**config.mk**
```make
export PLATFORM = sky130hd
export DESIGN_NAME = sonic_vc_demultiplexer
export DESIGN_NICKNAME = d
export VERILOG_FILES = /design/src/rtl/sonic_vc_pkg.sv /design/src/rtl/sonic_vc_demultiplexer_stage.sv /design/src/rtl/sonic_vc_demultiplexer.sv
export SDC_FILE = /design/constraint.sdc
export NUM_CORES = 1
export LEC_CHECK = 0
export CORE_AREA = 3 3 182 184
export DETAILED_ROUTE_END_ITERATION = 8
export DIE_AREA = 0 0 185 187
export PLACE_DENSITY_LB_ADDON = 0.2
export SLEW_MARGIN = 10
export SYNTH_ARGS = -nofsm -noshare
export SYNTH_HDL_FRONTEND = slang
export SYNTH_SLANG_ARGS = --single-unit
```
**constraint.sdc**
```tcl
create_clock -name clk -period 13.66 [get_ports clk]
set_clock_uncertainty 0.15 [all_clocks]
set_input_delay 1.366 -clock clk [delete_from_list [all_inputs] [get_ports clk]]
set_output_delay 1.366 -clock clk [all_outputs]
set_load 0.02 [all_outputs]
```
**src/rtl/sonic_vc_pkg.sv**
```systemverilog
// Shared types and constants for the two-output virtual-channel demultiplexer.
// Statistics counters are enabled by defining SONIC_VC_DEMUX_STATS_EN.
package sonic_vc_pkg;

  localparam int unsigned DEF_DATA_WIDTH = 128;
  localparam int unsigned DEF_CNT_WIDTH  = 32;

  // Sideband bits carried alongside data: error, sop, eop, empty.
  localparam int unsigned SIDEBAND_W = 4;

  localparam int unsigned ERR_CH_CHANGE = 0;
  localparam int unsigned ERR_ORPHAN    = 1;

  typedef enum logic {
    IDLE = 1'b0,
    PKT  = 1'b1
  } pkt_state_e;

endpackage

```
**src/rtl/sonic_vc_demultiplexer_stage.sv**
```systemverilog
// Single-entry registered output slot with valid/ready handshake.
// Accepts a new beat whenever empty or draining in the same cycle.
module sonic_vc_demultiplexer_stage
  import sonic_vc_pkg::*;
#(
  parameter int unsigned PAYLOAD_WIDTH = DEF_DATA_WIDTH + SIDEBAND_W
) (
  input  logic                     clk,
  input  logic                     rst,
  input  logic                     load_i,
  input  logic [PAYLOAD_WIDTH-1:0] payload_i,
  output logic                     ready_o,
  output logic                     valid_o,
  output logic [PAYLOAD_WIDTH-1:0] payload_o,
  input  logic                     out_ready_i
);

  logic                     valid_q, valid_d;
  logic [PAYLOAD_WIDTH-1:0] payload_q, payload_d;

  always_comb begin
    ready_o   = out_ready_i || !valid_q;
    valid_d   = valid_q;
    payload_d = payload_q;
    if (load_i) begin
      valid_d   = 1'b1;
      payload_d = payload_i;
    end else if (out_ready_i) begin
      valid_d = 1'b0;
    end
  end

  always_ff @(posedge clk or posedge rst) begin
    if (rst) begin
      valid_q   <= 1'b0;
      payload_q <= '0;
    end else begin
      valid_q   <= valid_d;
      payload_q <= payload_d;
    end
  end

  assign valid_o   = valid_q;
  assign payload_o = payload_q;

endmodule

```
**src/rtl/sonic_vc_demultiplexer.sv**
```systemverilog
// Packet-aware 1-to-2 stream demultiplexer with sticky error status.
// Per-output packet counters exist only when SONIC_VC_DEMUX_STATS_EN is defined.
module sonic_vc_demultiplexer
  import sonic_vc_pkg::*;
#(
  parameter int unsigned DATA_WIDTH = DEF_DATA_WIDTH,
  parameter int unsigned CNT_WIDTH  = DEF_CNT_WIDTH
) (
  input  logic                  clk,
  input  logic                  reset,
  input  logic                  in_valid,
  output logic                  in_ready,
  input  logic                  in_channel,
  input  logic [DATA_WIDTH-1:0] in_data,
  input  logic                  in_error,
  input  logic                  in_startofpacket,
  input  logic                  in_endofpacket,
  input  logic                  in_empty,
  output logic                  out0_valid,
  input  logic                  out0_ready,
  output logic [DATA_WIDTH-1:0] out0_data,
  output logic                  out0_error,
  output logic                  out0_startofpacket,
  output logic                  out0_endofpacket,
  output logic                  out0_empty,
  output logic                  out1_valid,
  input  logic                  out1_ready,
  output logic [DATA_WIDTH-1:0] out1_data,
  output logic                  out1_error,
  output logic                  out1_startofpacket,
  output logic                  out1_endofpacket,
  output logic                  out1_empty,
  output logic [1:0]            err_status,
  input  logic                  err_clr,
  output logic [CNT_WIDTH-1:0]  pkt_cnt0,
  output logic [CNT_WIDTH-1:0]  pkt_cnt1
);

  localparam int unsigned PW = DATA_WIDTH + SIDEBAND_W;

  pkt_state_e state_q, state_d;
  logic       lock_q, lock_d;
  logic [1:0] err_q, err_d;

  logic          dest, orphan, fire, load0, load1, ch_change;
  logic          st0_ready, st1_ready;
  logic [PW-1:0] in_payload, out0_payload, out1_payload;

  assign in_payload = {in_data, in_error, in_startofpacket, in_endofpacket, in_empty};

  // Orphans are swallowed unconditionally so they can never be stalled by a full slot.
  always_comb begin
    dest   = (state_q == PKT) ? lock_q : in_channel;
    orphan = (state_q == IDLE) && in_valid && !in_startofpacket;
    if (orphan) begin
      in_ready = 1'b1;
    end else begin
      in_ready = dest ? st1_ready : st0_ready;
    end
    fire      = in_valid && in_ready;
    load0     = fire && !orphan && !dest;
    load1     = fire && !orphan && dest;
    ch_change = fire && (state_q == PKT) && (in_channel != lock_q);
  end

  always_comb begin
    state_d = state_q;
    lock_d  = lock_q;
    case (state_q)
      IDLE: begin
        if (fire && !orphan) begin
          lock_d = in_channel;
          if (!in_endofpacket) state_d = PKT;
        end
      end
      PKT: begin
        if (fire && in_endofpacket) state_d = IDLE;
      end
      default: state_d = IDLE;
    endcase
  end

  // Clear is applied first so a coincident error event still lands.
  always_comb begin
    err_d = err_clr ? '0 : err_q;
    if (ch_change)      err_d[ERR_CH_CHANGE] = 1'b1;
    if (fire && orphan) err_d[ERR_ORPHAN]    = 1'b1;
  end

  always_ff @(posedge clk or posedge reset) begin
    if (reset) begin
      state_q <= IDLE;
      lock_q  <= 1'b0;
      err_q   <= '0;
    end else begin
      state_q <= state_d;
      lock_q  <= lock_d;
      err_q   <= err_d;
    end
  end

  assign err_status = err_q;

  sonic_vc_demultiplexer_stage #(
    .PAYLOAD_WIDTH(PW)
  ) u_stage0 (
    .clk        (clk),
    .rst        (reset),
    .load_i     (load0),
    .payload_i  (in_payload),
    .ready_o    (st0_ready),
    .valid_o    (out0_valid),
    .payload_o  (out0_payload),
    .out_ready_i(out0_ready)
  );

  sonic_vc_demultiplexer_stage #(
    .PAYLOAD_WIDTH(PW)
  ) u_stage1 (
    .clk        (clk),
    .rst        (reset),
    .load_i     (load1),
    .payload_i  (in_payload),
    .ready_o    (st1_ready),
    .valid_o    (out1_valid),
    .payload_o  (out1_payload),
    .out_ready_i(out1_ready)
  );

  assign {out0_data, out0_error, out0_startofpacket, out0_endofpacket, out0_empty} = out0_payload;
  assign {out1_data, out1_error, out1_startofpacket, out1_endofpacket, out1_empty} = out1_payload;

`ifdef SONIC_VC_DEMUX_STATS_EN
  logic [CNT_WIDTH-1:0] cnt0_q, cnt0_d, cnt1_q, cnt1_d;

  always_comb begin
    cnt0_d = cnt0_q;
    cnt1_d = cnt1_q;
    if (out0_valid && out0_ready && out0_endofpacket) cnt0_d = cnt0_q + CNT_WIDTH'(1);
    if (out1_valid && out1_ready && out1_endofpacket) cnt1_d = cnt1_q + CNT_WIDTH'(1);
  end

  always_ff @(posedge clk or posedge reset) begin
    if (reset) begin
      cnt0_q <= '0;
      cnt1_q <= '0;
    end else begin
      cnt0_q <= cnt0_d;
      cnt1_q <= cnt1_d;
    end
  end

  assign pkt_cnt0 = cnt0_q;
  assign pkt_cnt1 = cnt1_q;
`else
  assign pkt_cnt0 = '0;
  assign pkt_cnt1 = '0;
`endif

endmodule

```
==> results.yml <==
outcome:
  outcome: "finished clean"
critical_path:
  crit_top_cell: "buf_4"
  required_ns: 13.93
  crit_arrival_ns: 5.19
  cp_max_fo: 65
  worstSetupStartpointType: "input port"
  end_kind: "flop"
  cpMaxStageDelayCell: "nor3b_4"
  crit_type: "in2reg"
  rrSetupSlack_ns: 9.49
  cp_cell_sequence: "clkdlybuf4s50_1 -> mux2i_1 -> nor3b_4 -> buf_4 -> buf_4 -> mux2_2"
  cpPeakStageDelay_ns: 0.89
route:
  postRouteAntennaNets: 0
  drt_iter0_markers: 204
  num_vias: 6624
  routed_wirelength_um: 28000
  wl_per_cell_um: 18.8
  vias_per_cell: 4.44
  drtPass1Iterations: 5
  post-route-drc-count: 0
grt:
  grt_max_degree: 128
  track_usage_pct: 15.5
  grt_pass1_wl_um: 42400
  overflow: 0
  antenna_found_initial: 2
  grt_pass1_vias: 7073
sta:
  finalWorstSetupSlack_ns: 8.74
  hold_slack_ns: 0.332
  rsz0062_at_grt: "no"
  drv_slew: 0
  slew_headroom_pct: 33.5
  worst_pin_slew_ns: 0.998
  setup_tns_ns: 0
  max_freq_ghz: 0.203
  setup_viol: 0
  fin_crit_ns: 4.92
  finalHoldViolCount: 0
  timing.final.crit_share_pct: 36.0
cells_and_area:
  fillers: 2749
  fin_area_sq_um: 15800
  post-route-util_pct: 50.2
  area_delta_synth_final_pct: 50.1
  fin_nets: 1205
  final_layout_size_suffix_gt1_share_pct: 23.1
synthesis:
  synth_cell_types: 21
  yosys_warnings: 0
  synthesis.area_sq_um: 10500
  syn_inst: 650
  synth_top_area_cell: "dfrtp_1"
  synth_seq_cells: 270
  synth.area.top_cells: "dfrtp_1, mux2_2, mux2_1, buf_4, buf_2"
  syn_area_per_cell_sq_um: 16.2
  synth_top_area_share_pct: 64.1
  ys_seq_area_share_pct: 64.1
die:
  ios: 472
  initial_core_util_pct: 33.4
  die-area_sq_um: 34600
  die_h_um: 187
  std_cell_rows: 65
  coreArea_sq_um: 31600
  dieWidth_um: 185
clock_tree:
  cts_setup_buffers: 0
  cts_hold_buf: 0
  cts_tree: "done"
  cts_max_level: 1
  clock_sinks: 270
  clk_pin_slew_ns: 0.06
  clk_latency_ns: 0.54
  clock_path_buffers: 3
  cts_resized: 0
  root_buffer: "clkbuf_16"
  numCtsBuffers: 30
placed_design:
  post-place-ws_ns: 8.10
  place_hpwl_um: 19900
  place.port_buffers: 407
  routabilityCongestion: 0.730
  dpl-instance-area_sq_um: 14800
hold_path:
  hp-class: "reg2reg"
pwr:
  ir_drop_mv: 0.186
  p_leak_nw: 6.62
  powerDensity_nw_per_um2: 266
flow_run:
  maxCapViolCount: 0
-- cell usage in the layout, fill, tap and decap left out, types with 2 or more instances in the layout --
master / count
a31oi_1: 2
conb_1: 64
or2_2: 2
mux2i_1: 2
clkbuf_1: 5
inv_1: 2
bufinv_16: 2
clkbuf_8: 13
dfrtp_1: 270
buf_4: 6
mux2_1: 75
clkbuf_16: 31
o21ai_0: 2
clkinv_2: 5
clkdlybuf4s50_1: 407
nor2b_1: 2
mux2_2: 190
-- cells by family (layout without fill, tap and decap cells) --
kind of cell           after synthesis  after routing  share of synthesized area [%]
XOR/XNOR                             1              1                         0.0831
AO/OA/AOI/OAI                        6              6                          0.332
flip-flops                         270            270                           64.1
AND/OR/NAND/NOR                     10             10                          0.664
multiplexers                       267            267                           28.5
buffers and inverters               95            472                           6.35
other                                1             65                         0.0356
-- through the flow --
stage / total power, mW / cells
floorplan: 2.39 / 713
global placement: 3.39 / 1436
detailed placement: 3.41 / 1436
CTS: 4.28 / 1492
global route: 4.44 / 1493
finish: 4.21 / 1493
-- critical path, delay by kind of cell --
family                 cells  cell delay (ns)
buffers and inverters      3             1.95
and+or+nand+nor            1             0.89
muxes                      2             0.79
-- flip-flops by register name, summed over array words and instances (netlist names) --
signal,cells
lock_q,1
u_stage0.payload_o,132
u_stage1.payload_o,132
state_q,1
u_stage0.valid_o,1
err_status,2
u_stage1.valid_o,1
-- power by group --
group	leakage, nW	switching (mW)	internal (mW)
registers	3.19	0.200	1.20
logic	2.90	0.954	1.02
clock network	0.529	0.317	0.520
total	6.62	1.47	2.74
-- worst paths after layout --
path,start,to,cells after the start
min in group asynchronous,reset,u_stage0.payload_o[124],2
setup reg to reg,state_q,u_stage0.payload_o[88],5
max in group asynchronous,reset,u_stage0.payload_o[61],4
hold reg to reg,u_stage1.payload_o[5],u_stage1.payload_o[5],1
setup / recovery,in_channel,u_stage0.payload_o[88],6
hold / removal,u_stage1.payload_o[5],u_stage1.payload_o[5],1
-- layer usage --
layer | part of all wire (%) | up-vias | track usage [%]
met5 | 0 | - | 0
met4 | 1.9 | 0 | 3.78
met3 | 12 | 34 | 7.55
met2 | 48 | 324 | 25.8
met1 | 38 | 3294 | 17.9
li1 | - | 2972 | -
-- cell type report --
type | count | area (sq um) | area share (%)
Antenna cell | 1 | 2.50 | 0.0158
Clock buffer | 49 | 973 | 6.15
Clock inverter | 7 | 85.1 | 0.538
Inverter | 3 | 18.8 | 0.119
Multi-Input combinational cell | 348 | 3370 | 21.3
Sequential cell | 270 | 6760 | 42.7
Tap cell | 402 | 503 | 3.18
Timing Repair Buffer | 413 | 4120 | 26.0
-- cell usage after synthesis, drive strengths merged --
cell	count
nor2b	2
nand2	1
o21ai	3
nor2	1
mux2i	2
buf	92
nand4b	1
a21o	1
a31oi	2
mux2	265
xor2	1
nand4	1
or2	2
conb	1
nor3b	1
nor3	1
inv	3
dfrtp	270
Note: power is estimated with default switching activity, not from simulation.
